$ cat config.mk
export PLATFORM = sky130hd
export DESIGN_NAME = dds_cmd_parser
export DESIGN_NICKNAME = d
export VERILOG_FILES = /design/src/rtl/dds_pkg.sv /design/src/rtl/frame_timeout.sv /design/src/rtl/dds_cmd_parser.sv
export SDC_FILE = /design/constraint.sdc
export NUM_CORES = 1
export LEC_CHECK = 0
export ABC_CLOCK_PERIOD_IN_PS = 3400
export BUFFER_PORTS_ARGS = -buffer_cell sky130_fd_sc_hd__buf_2
export CAP_MARGIN = 25
export CORE_MARGIN = 2
export CORE_UTILIZATION = 30
export CTS_BUF_LIST = sky130_fd_sc_hd__clkbuf_8 sky130_fd_sc_hd__clkbuf_16
export DETAILED_ROUTE_END_ITERATION = 12
export PLACE_DENSITY_LB_ADDON = 0.3
export SYNTH_ARGS = -nofsm -noshare
export SYNTH_HDL_FRONTEND = slang
export SYNTH_SLANG_ARGS = --single-unit
$ cat constraint.sdc
create_clock -name sys_clk -period 3.4 [get_ports sys_clk]
set_clock_uncertainty 0.05 [all_clocks]
set_input_delay 0.51 -clock sys_clk [delete_from_list [all_inputs] [get_ports sys_clk]]
set_output_delay 0.51 -clock sys_clk [all_outputs]
set_load 0.03 [all_outputs]
$ cat src/rtl/dds_pkg.sv
// Shared DDS control constants and the command-parser FSM state encoding.
// The DDS core decodes control with the same command codes.
package dds_pkg;

  localparam logic [7:0] HDR_BYTE = 8'h55;
  localparam logic [7:0] CMD_SEL  = 8'h01;
  localparam logic [7:0] CMD_FREQ = 8'h02;
  localparam logic [7:0] CMD_RUN  = 8'h03;

  typedef enum logic [1:0] {
    ST_HDR = 2'd0,
    ST_CMD = 2'd1,
    ST_VAL = 2'd2,
    ST_CHK = 2'd3
  } state_t;

endpackage

$ cat src/rtl/frame_timeout.sv
// Inter-byte gap counter: tc is high, same cycle, when the counter sits on its last value with no clear.
// Counter saturates rather than wrapping; clr always wins over counting and over tc.
module frame_timeout #(
  parameter int TIMEOUT_CYC = 500_000
) (
  input  logic sys_clk,
  input  logic sys_rst_n,
  input  logic clr,
  input  logic en,
  output logic tc
);

  localparam int CW = (TIMEOUT_CYC > 1) ? $clog2(TIMEOUT_CYC) : 1;
  localparam logic [CW-1:0] CNT_MAX = CW'(TIMEOUT_CYC - 1);

  logic [CW-1:0] cnt_q, cnt_d;

  always_comb begin
    cnt_d = cnt_q;
    if (clr) begin
      cnt_d = '0;
    end else if (en && (cnt_q != CNT_MAX)) begin
      cnt_d = cnt_q + 1'b1;
    end
  end

  assign tc = en && !clr && (cnt_q == CNT_MAX);

  always_ff @(posedge sys_clk) begin
    if (!sys_rst_n) begin
      cnt_q <= '0;
    end else begin
      cnt_q <= cnt_d;
    end
  end

endmodule

$ cat src/rtl/dds_cmd_parser.sv
// Frames UART bytes as 55/CMD/VAL/CHK and applies valid commands to registered DDS controls.
// Result and cmd_ok/cmd_err appear one cycle after the CHK strobe; no backpressure, every strobe is consumed.
module dds_cmd_parser #(
  parameter int         TIMEOUT_CYC = 500_000,
  parameter logic [7:0] FREQ_INIT   = 8'd1
) (
  input  logic       sys_clk,
  input  logic       sys_rst_n,
  input  logic [7:0] rx_data,
  input  logic       rx_flag,
  output logic       sel,
  output logic       flag,
  output logic [7:0] freq,
  output logic       cmd_ok,
  output logic       cmd_err
);

  import dds_pkg::*;

  state_t     state_q, state_d;
  logic [7:0] cmd_q, cmd_d;
  logic [7:0] val_q, val_d;
  logic       sel_q, sel_d;
  logic       flag_q, flag_d;
  logic [7:0] freq_q, freq_d;
  logic       ok_q, ok_d;
  logic       err_q, err_d;
  logic       tmo_tc;
  logic       frame_ok;

  // Counter is held cleared while hunting for a header.
  frame_timeout #(
    .TIMEOUT_CYC(TIMEOUT_CYC)
  ) u_timeout (
    .sys_clk  (sys_clk),
    .sys_rst_n(sys_rst_n),
    .clr      (rx_flag || (state_q == ST_HDR)),
    .en       (state_q != ST_HDR),
    .tc       (tmo_tc)
  );

  assign frame_ok = (rx_data == (cmd_q ^ val_q)) &&
                    ((cmd_q == CMD_SEL) || (cmd_q == CMD_RUN) ||
                     ((cmd_q == CMD_FREQ) && (val_q != 8'h00)));

  always_comb begin
    state_d = state_q;
    cmd_d   = cmd_q;
    val_d   = val_q;
    sel_d   = sel_q;
    flag_d  = flag_q;
    freq_d  = freq_q;
    ok_d    = 1'b0;
    err_d   = 1'b0;
    if (tmo_tc) begin
      state_d = ST_HDR;
      err_d   = 1'b1;
    end else if (rx_flag) begin
      case (state_q)
        ST_HDR: begin
          if (rx_data == HDR_BYTE) state_d = ST_CMD;
        end
        ST_CMD: begin
          cmd_d   = rx_data;
          state_d = ST_VAL;
        end
        ST_VAL: begin
          val_d   = rx_data;
          state_d = ST_CHK;
        end
        ST_CHK: begin
          state_d = ST_HDR;
          if (frame_ok) begin
            ok_d = 1'b1;
            if (cmd_q == CMD_SEL)  sel_d  = val_q[0];
            if (cmd_q == CMD_FREQ) freq_d = val_q;
            if (cmd_q == CMD_RUN)  flag_d = val_q[0];
          end else begin
            err_d = 1'b1;
          end
        end
        default: state_d = ST_HDR;
      endcase
    end
  end

  always_ff @(posedge sys_clk) begin
    if (!sys_rst_n) begin
      state_q <= ST_HDR;
      cmd_q   <= 8'h00;
      val_q   <= 8'h00;
      sel_q   <= 1'b0;
      flag_q  <= 1'b0;
      freq_q  <= FREQ_INIT;
      ok_q    <= 1'b0;
      err_q   <= 1'b0;
    end else begin
      state_q <= state_d;
      cmd_q   <= cmd_d;
      val_q   <= val_d;
      sel_q   <= sel_d;
      flag_q  <= flag_d;
      freq_q  <= freq_d;
      ok_q    <= ok_d;
      err_q   <= err_d;
    end
  end

  assign sel     = sel_q;
  assign flag    = flag_q;
  assign freq    = freq_q;
  assign cmd_ok  = ok_q;
  assign cmd_err = err_q;

endmodule

==> results of run 1 <==
## final cells by class
class                   count  area (sq um)
multi-input cells         205          1330
clock inverters             1          3.75
well taps                 102           128
inverters                   7          26.3
flip-flops and latches     49           981
clock buffers               6          82.6
repair buffers             22           110
fillers                   827          5060
## worst max-delay path: stages (launching register included)
cell and delay [ps]:
dfxtp_1 320, nor4_1 330, nand4_1 210, nor4b_1 590
nand4b_1 570, mux2i_1 250
## metal layers
metal  track usage (%)  wire length, microns  vias to the layer above
li1                  -                     -                     1004
met1              16.3                  2450                      913
met2              23.0                  2530                       27
met3              3.06                   173                        6
met4              3.68                    53                        0
met5                 0                     0                        -
## final timing paths
kind,startpoint,end,depth (start not counted)
setup / recovery,cmd_q[2],freq[5],5
hold / removal,cmd_q[2],cmd_q[2],2
setup reg to reg,cmd_q[2],freq[5],5
hold reg to reg,cmd_q[2],cmd_q[2],2
## cell usage in the layout (no fill, tap or decap), drive strengths merged, types with 6 or more instances in the layout
master | netlist | final
a21oi | 27 | 27
buf | 2 | 22
clkbuf | 10 | 6
dfxtp | 49 | 49
inv | 7 | 8
mux2i | 11 | 11
nand2 | 46 | 46
nand3 | 25 | 25
nor2 | 13 | 13
o21ai | 7 | 7
or3 | 7 | 7
xnor2 | 10 | 10
## report_power, final
part           leakage (nW)  internal (mW)  total, mW  switching (mW)
Combinational         0.482         0.0151     0.0400          0.0249
Clock                0.0485          0.159      0.351           0.192
Sequential            0.394          0.573      0.574        0.000250
Total                 0.925          0.748      0.964           0.217
## per-stage QoR
stage          utilization, %  total power [mW]  setup WS, ps  instances  cell area [sq um]
2_1_floorplan               -             0.611          1410        273               2390
3_3_place_gp             33.4             0.627           768        385               2580
3_5_place_dp             33.4             0.627           642        385               2580
4_1_cts                  34.5             0.979           872        392               2670
5_1_grt                  34.5              1.00           703        392               2670
6_report                 34.5             0.964           956        392               2670
## kinds of logic after synthesis
family | count (synthesis) | share of synthesized area (%)
adders and majority gates | 5 | 2.61
DFF | 49 | 41.0
muxes | 11 | 4.60
xor gates and xnor gates | 17 | 9.09
and+or+nand+nor | 128 | 28.7
AOI/OAI and AO/OA | 44 | 10.7
buffers and inverters | 19 | 3.34
## sequential cells by signal, summed over array words and instances, names as in the netlist
| signal | cells |
|---|---|
| cmd_ok | 1 |
| freq | 8 |
| u_timeout.cnt_q | 19 |
| cmd_q | 8 |
| val_q | 8 |
| sel | 1 |
| flag | 1 |
| state_q | 2 |
| cmd_err | 1 |
==> metrics.cfg, run 1 <==
[drt]
vias_per_cell=4.97
drt-wirelength-per-cell_microns=13.3
drt-total-wl_microns=5210
drtPass1Iterations=4
drc_errors=0
vias=1950
ant_nets=0
first_iter_violations=55

[worst_setup_path]
cp.required_ps=3530
crit_fanout=8
start_kind=flop
cp-end-kind=flop
r2r_setup_slack_ps=960
arrival_ps=2570
worstSetupPathType=flop to flop

[yosys]
synth.area.top_cells=dfxtp_1 41%, nand2_1 7.2%, a21oi_1 5.6%
yosys.area.top_type_share_pct=41.0
synth-seq-cells=49
yosys_warnings=0
async_reset_ff_share_pct=0
synth-main-ff-cell=dfxtp_1
synth_top_cell_by_area=dfxtp_1
synth_fp_nets=289
syn_inst=273
synth_edf_count=0
synth_area_sq_um=2390
synthDistinctLibCells=44
syn_area_per_cell_sq_um=8.77
synth_common_cells=49 x dfxtp_1, 46 x nand2_1, 27 x a21oi_1
yosysMostFrequentCell=dfxtp_1
ys_seq_area_share_pct=41.0

[clocking]
htreeDepth=2
cts_resized=0
clk_latency_ps=300
postCtsSetupRepairBufs=0
clockBufferDepth=2
cts.sink_count=49
clk_pin_slew_worst_paths_ps=90
cts_hold_buffers=0
clockRootBuffer=clkbuf_8
cts_inserted_buffers=5
cts_tree=yes

[worst_hold_path]
hold_class=flop to flop

[placement]
hpwl_microns=3820
port_buffers=22
gp_congestion=0.803

[timing]
hold_slack_ps=410
relSlewSlack_pct=58.2
tightest_slew_ps=627
fin_crit_sh_pct=71.9
timing.fmax_mhz=409
slew_viol_final=0
hold_viol=0
setup_viol=0
setup_tns_ps=0
fin_crit_ps=2440
grt_setup_unrepaired=no

[power]
power.leakage_nw=0.925
vdd_drop_max_v=0.000185
powerDensity_nw_per_um2=362

[die]
start_util_pct=31.0
dieArea_sq_um=8710
core_area_sq_um=7730
num_rows=32
die_w_microns=93.3
die_y_microns=93.3
ios=23

[run]
maxCapViolations=0

[finish]
area_growth_pct=11.3
num_antenna_cells=0
layout-drive-gt1-share_pct=12.1
nets=306

[global_route]
grt_pass1_vias=2013
grtUsageTotal_pct=13.2
grt_overflow_total=0
grt_max_degree=25
antenna_found_initial=0
grt_pass1_wl_microns=9230

[status]
outcome=finished clean

Power figures use the tool's default switching activity.
==> run 2, diff against run 1 <==
--- a/config.mk
+++ b/config.mk
@@ -5,7 +5,7 @@
 export SDC_FILE = /design/constraint.sdc
 export NUM_CORES = 1
 export LEC_CHECK = 0
-export ABC_CLOCK_PERIOD_IN_PS = 3400
+export ABC_CLOCK_PERIOD_IN_PS = 2000
 export BUFFER_PORTS_ARGS = -buffer_cell sky130_fd_sc_hd__buf_2
 export CAP_MARGIN = 25
 export CORE_MARGIN = 2
==> constraint.sdc (replaced) <==
create_clock -name sys_clk -period 2 [get_ports sys_clk]
set_clock_uncertainty 0.05 [all_clocks]
set_input_delay 0.3 -clock sys_clk [delete_from_list [all_inputs] [get_ports sys_clk]]
set_output_delay 0.3 -clock sys_clk [all_outputs]
set_load 0.03 [all_outputs]
==> metrics.cfg, run 2 (synthesis results as in run 1) <==
[worst_setup_path]
cp.buffers_inverters=2
cp_slowest_cell=xnor3_1
cp.required_ps=2160
start_kind=flop
cp_top_family=simple AND/OR/NAND/NOR gates
cp-end-kind=flop
crit_fanout=8
slowest_delay_ps=440
reg2reg_to=freq[7]
arrival_ps=2100
r2r-start=cmd_q[4]
worstSetupPathType=flop to flop
cp_cell_sequence=xnor3_1 > nand4_1 > nor4b_2 > buf_4 > nand4b_1 > buf_6 > mux2i_1
r2r_cells=7
r2r_setup_slack_ps=50

[finish]
nets=334
layout-drive-gt1-share_pct=26.0
mostFrequentLayoutCells=46 x nand2_1, 44 x dfxtp_1, 25 x nand3_1, 25 x a21oi_1, 24 x buf_4
final_common_cell=nand2_1
finish.utilization_pct=38.9
top_register=u_timeout.cnt_q
largest_reg_flops=19
fillers=781
area_growth_pct=25.5
num_antenna_cells=0

[die]
die_y_microns=93.3
num_rows=32
ios=23
dieArea_sq_um=8710
core_area_sq_um=7730
die_w_microns=93.3
start_util_pct=31.0

[placement]
place_ws_ps=11.9
gp_congestion=0.796
port_buffers=22
hpwl_microns=4040

[power]
vdd_drop_max_v=0.000273
power.leakage_nw=1.10
powerDensity_nw_per_um2=632

[drt]
first_iter_violations=69
drt-total-wl_microns=5620
drtPass1Iterations=4
drt-wirelength-per-cell_microns=13.3
drc_errors=0
vias=2108
vias_per_cell=5.01
ant_nets=0

[timing]
hold_viol=0
setup_viol=0
timing.fmax_mhz=513
slew_viol_final=0
hold_slack_ps=218
relSlewSlack_pct=74.0
fin_crit_ps=1950
fin_crit_sh_pct=97.4
tightest_slew_ps=386
setup_slack_ps=52.1

[global_route]
antenna_found_initial=0
grtUsageTotal_pct=13.6
grt_pass1_vias=2022
grt_max_degree=24
grt_overflow_total=0
grt_pass1_wl_microns=9470

[clocking]
clockRootBuffer=clkbuf_8
cts_hold_buffers=0
cts_inserted_buffers=5
htreeDepth=2
cts.sink_count=49
clk_latency_ps=310
clk_pin_slew_worst_paths_ps=90
clockBufferDepth=2
cts_tree=yes

[worst_hold_path]
whs_path_depth=3
worstHoldStart=rx_data[5]
min_to=val_q[5]
hold_class=input port to flop

[run]
maxCapViolations=0

[status]
outcome=finished clean

[run 2: metal layers]
layer / track usage (%) / part of all wire (%)
met1: 17.4 / 48
met2: 23.0 / 48
met3: 2.90 / 2.9
met4: 4.41 / 1.3
met5: 0 / 0
[run 2: worst max-delay path by stage]
stage | end | cells after the start | slack (ps) | from
2_1_floorplan | u_timeout.cnt_q[18] | 7 | 7 | state_q[0]
3_3_place_gp | freq[3] | 8 | 7 | rx_data[7]
3_5_place_dp | freq[5] | 8 | 10 | rx_data[6]
4_1_cts | u_timeout.cnt_q[17] | 5 | 10 | u_timeout.cnt_q[0]
5_1_grt | freq[3] | 7 | -20 | cmd_q[4]
6_report | freq[7] | 7 | 50 | cmd_q[4]
[run 2: power breakdown]
part / internal (mW) / leakage [nW] / switching [mW]
combinational: 0.0319 / 0.631 / 0.0456
clock: 0.497 / 0.0681 / 0.350
sequential: 0.974 / 0.397 / 0.000358
total: 1.50 / 1.10 / 0.396
[run 2: area by class of cell]
| cell class | count | area [sq um] | share of cell area (%) |
|---|---|---|---|
| multi-input combinational | 205 | 1390 | 46.3 |
| tap | 102 | 128 | 4.25 |
| sequential | 49 | 990 | 32.9 |
| clock inverter | 3 | 65.1 | 2.16 |
| clock buffer | 5 | 68.8 | 2.29 |
| inverter | 7 | 26.3 | 0.874 |
| timing repair buffer | 50 | 338 | 11.2 |
[run 2: worst reg2reg max path: stages, from the launching register on]
cell and delay, ps:
dfxtp_1 360, xnor3_1 440, nand4_1 120, nor4b_2 310
buf_4 160, nand4b_1 110, buf_6 170, mux2i_1 120
[run 2: timing repair]
item / in CTS / in global routing
buffers inserted: 0 / 3
resized for setup: 1 / 21
endpoints found under the setup margin: 8 / 21
cloned: 0 / 1
pin swaps: 0 / 10
[run 2: through the flow]
| step | std cells | power [mW] | TNS [ps] | area [sq um] |
|---|---|---|---|---|
| floorplan | 273 | 1.04 | 0 | 2390 |
| CTS | 417 | 1.92 | 0 | 2910 |
| finish | 421 | 1.90 | 0 | 3010 |
| detailed placement | 409 | 1.07 | 0 | 2770 |
| global placement | 409 | 1.07 | 0 | 2770 |
| global route | 421 | 1.97 | -50.2 | 3010 |
==> run 3, diff against run 2 <==
--- a/config.mk
+++ b/config.mk
@@ -5,6 +5,7 @@
 export SDC_FILE = /design/constraint.sdc
 export NUM_CORES = 1
 export LEC_CHECK = 0
+export ABC_AREA = 1
 export ABC_CLOCK_PERIOD_IN_PS = 2000
 export BUFFER_PORTS_ARGS = -buffer_cell sky130_fd_sc_hd__buf_2
 export CAP_MARGIN = 25
==> metrics.cfg, run 3 <==
[drt]
drc_errors=0
ant_nets=0
first_iter_violations=84
vias_per_cell=4.69
drtPass1Iterations=4
drt-total-wl_microns=6400
vias=2555
drt-wirelength-per-cell_microns=11.7

[yosys]
async_reset_ff_share_pct=0
syn_area_per_cell_sq_um=6.51
synth-simple-area-share_pct=36.8
yosysMostFrequentCell=nand2_1
yosys.area.top_type_share_pct=36.6
synth-adder-area-share_pct=2.33
synthMuxAreaShare_pct=0
synth_area_sq_um=2680
synth-seq-cells=49
synth_top_cell_by_area=dfxtp_1
synth_common_cells=126 x nand2_1, 49 x dfxtp_1, 49 x inv_1
synth_edf_count=0
synth-main-ff-cell=dfxtp_1
synth_fp_nets=428
synth-xor-area-share_pct=2.94
syn_inst=412
synth_top_family_by_area=simple AND/OR/NAND/NOR gates
ys_seq_area_share_pct=36.6
synth_compound_area_share_pct=12.3
synthDistinctLibCells=28
synth.area.top_cells=dfxtp_1 37%, nand2_1 18%, inv_1 6.9%
yosys_warnings=0

[worst_setup_path]
cp.required_ps=2140
start_kind=flop
arrival_ps=1950
cp-end-kind=flop
worstSetupPathType=flop to flop
crit_fanout=18
r2r_cells=9

[timing]
grt_setup_unrepaired=no
fin_crit_ps=1800
relSlewSlack_pct=66.9
setup_tns_ps=0
timing.fmax_mhz=555
setup_viol=0
slew_viol_final=0
hold_viol=0
setup_slack_ps=197
fin_crit_sh_pct=90.1
tightest_slew_ps=495

[finish]
multi_input_area_sq_um=1470
fillers=972
top_register=u_timeout.cnt_q
area_growth_pct=13.6
mostFrequentLayoutCells=126 x nand2_1, 50 x inv_1, 49 x dfxtp_1, 47 x nor2_1, 35 x a21oi_1
largest_reg_flops=19
num_antenna_cells=0
seq_area_sq_um=981
final_common_cell=nand2_1
layout-drive-gt1-share_pct=11.2
nets=452

[power]
powerDensity_nw_per_um2=587
vdd_drop_max_v=0.000233
p_comb_share_pct=3.9
internal-power_mw=1.40
p_seq_share_pct=54.6
switching_power_uw=385
power.leakage_nw=1.22
swShare_pct=21.5
pwr-share-clk_pct=41.5

[clocking]
clk_latency_ps=300
cts_inserted_buffers=5
clk_pin_slew_worst_paths_ps=90
cts_tree=yes
clockBufferDepth=2
cts.sink_count=49
clockRootBuffer=clkbuf_8
cts_hold_buffers=0
htreeDepth=2

[global_route]
grt_overflow_total=0
antenna_found_initial=0
grt_pass1_vias=2403
grt_pass1_wl_microns=11000
grt_max_degree=20
grtUsageTotal_pct=13.7

[die]
dieArea_sq_um=9710
core_area_sq_um=8680
die_w_microns=98.6
ios=23
num_rows=34
die_y_microns=98.6
start_util_pct=30.9

[run]
maxCapViolations=0

[placement]
place_ws_ps=147
port_buffers=22
hpwl_microns=4700
gp_congestion=0.908

[worst_hold_path]
hold_class=input port to flop
whs_path_depth=3

[status]
outcome=finished clean

-- run 3: worst max-delay path: stages, from the launching register on --
cell and delay (ps):
dfxtp_1 410, ha_1 240, inv_1 110, nor2_4 160
nand4_2 150, nor2_2 190, nor2_4 120, nand2_2 90
nand2_1 40, nor3b_2 140
-- run 3: through the flow --
step	total power, mW	instance area [sq um]	hold slack (ps)	utilization (%)	cells
2_1_floorplan	1.04	2680	407	-	412
3_3_place_gp	1.07	2900	422	33.4	536
3_5_place_dp	1.07	2900	422	33.4	536
4_1_cts	1.81	3020	253	34.7	544
5_1_grt	1.87	3050	263	35.1	545
6_report	1.79	3050	260	35.1	545
-- run 3: timing repair --
action,4_1_cts,5_1_grt
setup endpoints to repair,0,13
resized for setup,0,2
buffers inserted,0,1
-- run 3: layer usage --
layer  wire length [microns]  track usage, %
met1                    3020            17.8
met4                      85            4.21
met3                     175            2.41
met2                    3120            23.1
met5                       0               0
-- run 3: power groups by stage --
| stage | Clock, mW | Combinational, mW | Sequential (mW) |
|---|---|---|---|
| 6_report | 0.742 | 0.0704 | 0.976 |
| 5_1_grt | 0.811 | 0.0823 | 0.976 |
| 4_1_cts | 0.767 | 0.0701 | 0.976 |
| 3_5_place_dp | 0 | 0.0700 | 0.999 |
| 3_3_place_gp | 0 | 0.0692 | 0.999 |
| 2_1_floorplan | 0 | 0.0417 | 0.999 |
-- run 3: worst paths after layout --
check	start	to	slack, ps
max	u_timeout.cnt_q[0]	u_timeout.cnt_q[12]	200
min	rx_flag	state_q[1]	260
max reg2reg	u_timeout.cnt_q[0]	u_timeout.cnt_q[12]	200
min reg2reg	cmd_q[2]	cmd_q[2]	440
-- run 3: cell families (layout without fill, tap and decap cells) --
group / Yosys count / in the layout
xor gates and xnor gates: 9 / 9
AOI/OAI and AO/OA: 61 / 61
DFF: 49 / 49
buffers and inverters: 60 / 85
and+or+nand+nor: 228 / 228
adders and majority gates: 5 / 5
-- run 3: cell type report --
cell class                      instances  share of cell area (%)
Multi-Input combinational cell        303                    48.3
Sequential cell                        49                    32.2
Inverter                               51                    6.28
Timing Repair Buffer                   26                    5.01
Tap cell                              108                    4.44
Clock buffer                            6                    2.71
Clock inverter                          2                    1.11
